$ cat src/rtl/hazard_track_unit.sv
// rtl/hazard_track_unit.sv - in-flight instruction tracker deciding issue, stall, kill and redirect for ID
// Shadows the pipeline from EX onward so hazards are resolved without peeking at datapath registers.
module hazard_track_unit #(
    parameter int NREG       = 32,
    parameter int NSTG       = 3,
    parameter int FWD_EN     = 1,
    parameter int LOAD_DIST  = 1,
    parameter int NOFWD_DIST = 3,
    parameter int BR_STAGE   = 2,
    parameter int BR_MODE    = 0,
    parameter int AW         = $clog2(NREG)
) (
    input  logic            clk,
    input  logic            rst,
    input  logic            id_valid,
    input  logic [AW-1:0]   id_rs,
    input  logic [AW-1:0]   id_rt,
    input  logic            id_use_rs,
    input  logic            id_use_rt,
    input  logic            id_wr_en,
    input  logic [AW-1:0]   id_wr_reg,
    input  logic            id_is_load,
    input  logic            id_is_ctrl,
    input  logic            br_taken,
    output logic            pc_en,
    output logic            pc_redirect,
    output logic            ifid_en,
    output logic            ifid_flush,
    output logic            idex_bubble,
    output logic [NSTG-1:0] stg_flush,
    output logic [31:0]     stall_cycles,
    output logic [31:0]     flush_events
);

    // Tracker entry k lives at index k-1.
    logic [NSTG-1:0] entV;
    logic [NSTG-1:0] entWr;
    logic [NSTG-1:0] entLd;
    logic [NSTG-1:0] entCtl;
    logic [AW-1:0]   entRd [NSTG];

    logic [NSTG-1:0] srcHit;
    logic            hazard;
    logic            ctrlPre;
    logic            ctrlAt;
    logic            ctrlIdIssue;
    logic            flush;
    logic            dataStall;
    logic            issue;

    always_comb begin
        srcHit = '0;
        hazard = 1'b0;
        for (int k = 1; k <= NSTG; k++) begin
            srcHit[k-1] = entV[k-1] && entWr[k-1] &&
                ((id_use_rs && (id_rs != '0) && (entRd[k-1] == id_rs)) ||
                 (id_use_rt && (id_rt != '0) && (entRd[k-1] == id_rt)));
            if (FWD_EN != 0) begin
                if (srcHit[k-1] && entLd[k-1] && (k <= LOAD_DIST)) begin
                    hazard = 1'b1;
                end
            end else begin
                if (srcHit[k-1] && (k <= NOFWD_DIST)) begin
                    hazard = 1'b1;
                end
            end
        end
    end

    always_comb begin
        ctrlPre = 1'b0;
        for (int k = 1; k < BR_STAGE; k++) begin
            ctrlPre = ctrlPre | (entV[k-1] & entCtl[k-1]);
        end
    end

    assign ctrlAt      = entV[BR_STAGE-1] & entCtl[BR_STAGE-1];
    assign flush       = (BR_MODE == 1) && ctrlAt && br_taken;
    assign dataStall   = hazard && id_valid && !flush;
    assign issue       = id_valid && !dataStall && !flush;
    assign ctrlIdIssue = issue && id_is_ctrl;

    always_comb begin
        stg_flush = '0;
        for (int k = 1; k <= NSTG; k++) begin
            stg_flush[k-1] = flush && (k < BR_STAGE);
        end
    end

    always_comb begin
        pc_en       = 1'b1;
        ifid_en     = 1'b1;
        pc_redirect = 1'b0;
        ifid_flush  = 1'b0;
        idex_bubble = 1'b0;
        if (BR_MODE == 1) begin
            if (flush) begin
                pc_redirect = 1'b1;
                ifid_flush  = 1'b1;
                idex_bubble = 1'b1;
            end else if (dataStall) begin
                pc_en       = 1'b0;
                ifid_en     = 1'b0;
                idex_bubble = 1'b1;
            end
        end else begin
            if (dataStall) begin
                pc_en       = 1'b0;
                ifid_en     = 1'b0;
                idex_bubble = 1'b1;
            end else begin
                if (ctrlIdIssue || ctrlPre) begin
                    pc_en = 1'b0;
                end
                if (ctrlIdIssue || ctrlPre || ctrlAt) begin
                    ifid_flush = 1'b1;
                end
            end
            // A resolving branch always loads the target so it is never lost behind a stall.
            if (ctrlAt) begin
                pc_redirect = 1'b1;
                pc_en       = 1'b1;
            end
        end
    end

    always_ff @(posedge clk or posedge rst) begin
        if (rst) begin
            entV   <= '0;
            entWr  <= '0;
            entLd  <= '0;
            entCtl <= '0;
            for (int k = 0; k < NSTG; k++) begin
                entRd[k] <= '0;
            end
        end else begin
            entV[0]   <= issue;
            entWr[0]  <= id_wr_en;
            entRd[0]  <= id_wr_reg;
            entLd[0]  <= id_is_load;
            entCtl[0] <= id_is_ctrl;
            for (int k = 1; k < NSTG; k++) begin
                entV[k]   <= entV[k-1] & ~stg_flush[k-1];
                entWr[k]  <= entWr[k-1];
                entRd[k]  <= entRd[k-1];
                entLd[k]  <= entLd[k-1];
                entCtl[k] <= entCtl[k-1];
            end
        end
    end

    always_ff @(posedge clk or posedge rst) begin
        if (rst) begin
            stall_cycles <= '0;
            flush_events <= '0;
        end else begin
            if (dataStall) begin
                stall_cycles <= stall_cycles + 32'd1;
            end
            if (flush) begin
                flush_events <= flush_events + 32'd1;
            end
        end
    end

endmodule

$ cat config.mk
export PLATFORM = sky130hd
export DESIGN_NAME = hazard_track_unit
export DESIGN_NICKNAME = d
export VERILOG_FILES = /design/src/rtl/hazard_track_unit.sv
export SDC_FILE = /design/constraint.sdc
export NUM_CORES = 1
export LEC_CHECK = 0
export ABC_AREA = 1
export CAP_MARGIN = 5
export CORE_MARGIN = 5
export CORE_UTILIZATION = 42
export CTS_BUF_LIST = sky130_fd_sc_hd__clkbuf_16
export DETAILED_ROUTE_END_ITERATION = 7
export PLACE_DENSITY = 0.78
export SETUP_SLACK_MARGIN = 0.2
export SLEW_MARGIN = 20
export SYNTH_ARGS = -nofsm -noshare
export SYNTH_HDL_FRONTEND = slang
export SYNTH_SLANG_ARGS = --single-unit
$ cat constraint.sdc
create_clock -name clk -period 1.5 [get_ports clk]
set_input_delay 0.3 -clock clk [delete_from_list [all_inputs] [get_ports clk]]
set_output_delay 0.3 -clock clk [all_outputs]
set_load 0.01 [all_outputs]
==> results.json <==
{
  "status": "complete, but fails checks",
  "failed_checks": "negative setup slack",
  "diodes": 0,
  "timing.fmax_mhz": 514,
  "critPathCapture": "ifid_flush",
  "grt_use_met1_pct": 24.5,
  "drv_slew": 0,
  "tritoncts": "done",
  "initial_core_util_pct": 42.4,
  "fin_crit_sh_pct": 130,
  "cp-start-kind": "input pin",
  "hold_ws_ns": 0.275,
  "powerDensity_nw_per_um2": 602,
  "reg2reg_slack_ns": -0.28,
  "clk_pin_slew_ns": 0.06,
  "die_w_um": 92.1,
  "cp.required_ns": 1.20,
  "path_cells": "clkdlybuf4s50_1 > nand2_1 > nand2_1 > nor2_1 > nand4_1 > nand2_2 > nand2_2 > nand3_2 > nand3_2 > nand2_2 > inv_2 > buf_6",
  "r2r-end": "stall_cycles[16]",
  "drcViolationCount": 0,
  "vias": 3021,
  "yosysUniqueCellTypes": 29,
  "power_uw": 2670,
  "dpl_worst_slack_ns": -0.925,
  "cts_root_buf": "clkbuf_16",
  "r2r-start": "entRd[11]",
  "reg2regPathDepth": 14,
  "numPortBuffers": 59,
  "p_leak_uw": 0.00231,
  "initialDrtViolationCount": 179,
  "hold_violations": 0,
  "dieArea_um2": 8480,
  "postSynthAreaPerCell_um2": 7.37,
  "core_area_um2": 6680,
  "globalRouteOverflowTotal": 0,
  "fin_tns_setup_ns": -9.75,
  "yosys_warnings": 0,
  "synth-main-ff-cell": "dfrtp_1",
  "drive_above_1_share_pct": 34.8,
  "met2_usage_pct": 37.5,
  "gp_congestion": 0.886,
  "setup_viol_count_final": 36,
  "htree_levels": 2,
  "clock-sinks": 43,
  "finClkSkew_ns": 0.0105,
  "clk_latency_ns": 0.29,
  "grt.busiest_layer": "met2",
  "synth-seq-cells": 43,
  "multi_input_area_um2": 1540,
  "regArea_um2": 1090,
  "cpMostUsedCell": "nand2_2",
  "cts_max_path_buffers": 2,
  "area_growth_pct": 56.8,
  "synthCells": 384,
  "globalRouteTotalUtil_pct": 20.9,
  "hold_class": "input pin to asynchronous set/reset pin",
  "firstDrtPassIters": 4,
  "wl_per_cell_um": 14.4,
  "cp_data_arrival_time_ns": 1.64,
  "grt_pass1_vias": 3072,
  "cp_max_fo": 3,
  "worst-setup-path-type": "input pin to output pin",
  "place_hpwl_um": 5890,
  "seq_area_frac_synth_pct": 38.0,
  "setup_ws_ns": -0.445,
  "nNetsFinal": 567,
  "detail-route-antenna-nets": 0,
  "antenna_found_initial": 0,
  "cp-startpoint": "id_rt[4]",
  "synthArstFlopShare_pct": 100,
  "maxCapViolations": 0,
  "totalWireLength_um": 8990,
  "hold_buffers": 0,
  "max_stage_delay_ns": 0.44,
  "die_h_um": 92.1,
  "period_needed_ns": 1.94,
  "grt_start_max_net_pins": 39,
  "grt_pass1_wl_um": 14200,
  "grt_use_met3_pct": 3.94,
  "synth-edff-count": 0,
  "critPathCaptureType": "output pin",
  "num_io_pins": 96,
  "cp_slowest_cell": "clkdlybuf4s50_1",
  "cts_buffers": 5,
  "avgViaCountPerCell": 4.85,
  "rsz0062_at_grt": "yes",
  "synth_area_um2": 2830,
  "nFillCells": 533,
  "rows": 30,
  "vdd_drop_max_v": 0.000467
}
## where the power goes
group	total, uW	internal [uW]	switching (uW)
combinational	383	180	203
clock	1060	614	451
sequential	1220	1200	26.4
## cells in the final DEF, fill, tap and decap left out, types with 13 or more instances in the layout
master	Yosys	final
conb_1	1	35
nand2_2	4	13
inv_1	37	32
clkdlybuf4s50_1	0	13
dfrtp_1	43	35
dlygate4sd2_1	0	14
buf_4	37	69
nor2_1	34	30
buf_6	4	33
nand2_1	130	121
## kinds of logic (layout without fill, tap and decap cells)
logic type / Yosys count / in the layout / share of synthesized area [%]
flops: 43 / 43 / 38.0
xor+xnor: 20 / 20 / 6.19
compound gates: 20 / 20 / 3.84
fa+ha+maj: 1 / 1 / 0.442
simple gates: 218 / 218 / 34.7
other cells: 1 / 35 / 0.132
buf+inv: 81 / 206 / 16.7
## worst max-delay path, delay by kind of cell
family        cells  cell delay (ns)
buf+inv           3             0.58
simple gates      9             0.76
## state kept, by name, summed over array words and instances, names as in the netlist
register	count
entRd	5
entV	2
stall_cycles	32
entLd	1
entWr	1
entCtl	2
## how the worst min path moves through the flow
stage | slack, ns | cells after the start | endpoint
finish | 0.28 | 2 | entRd[11]
CTS | 0.28 | 2 | entRd[11]
detailed placement | 0.37 | 0 | entCtl[1]
floorplan | 0.30 | 1 | entCtl[0]
global route | 0.29 | 2 | entRd[11]
global placement | 0.36 | 0 | entCtl[1]
## metal layers
metal	share of wire (%)	vias to the layer above
met5	0	-
met4	3.4	0
met3	7.6	29
met2	51	143
met1	38	1396
li1	-	1453
## synthesized netlist by cell type, types with 4 or more instances
library cell	number	share of area, %
nand3b_1	5	1.3
inv_1	37	4.9
nor3_1	9	1.6
xnor2_1	8	2.5
o21ai_0	17	3.0
buf_4	37	9.8
dfrtp_1	43	38
xor2_1	12	3.7
buf_6	4	1.6
nand2_2	4	0.88
nand3_1	14	2.5
nand2_1	130	17
nor2_1	34	4.5
nand4_1	12	2.7
## cell type report
cell class / count / area share, %
Clock buffer: 5 / 2.82
Clock inverter: 3 / 0.451
Inverter: 40 / 3.64
Multi-Input combinational cell: 294 / 34.8
Sequential cell: 43 / 24.5
Tap cell: 80 / 2.25
Timing Repair Buffer: 158 / 31.6
## timing repair
item                                    4_1_cts  5_1_grt
resized for setup                           163       36
gates cloned                                  3        0
endpoints found under the setup margin       69       58
setup buffers                                35       13
pin swaps                                     9       15
## stage by stage
step | cell area, um2 | instances | util [%]
5_1_grt | 4440 | 623 | 66.4
3_5_place_dp | 3770 | 564 | 56.5
2_1_floorplan | 3040 | 418 | -
4_1_cts | 4290 | 610 | 64.2
3_3_place_gp | 3770 | 564 | 56.5
6_report | 4440 | 623 | 66.4
Note: power is estimated with default switching activity, not from simulation.
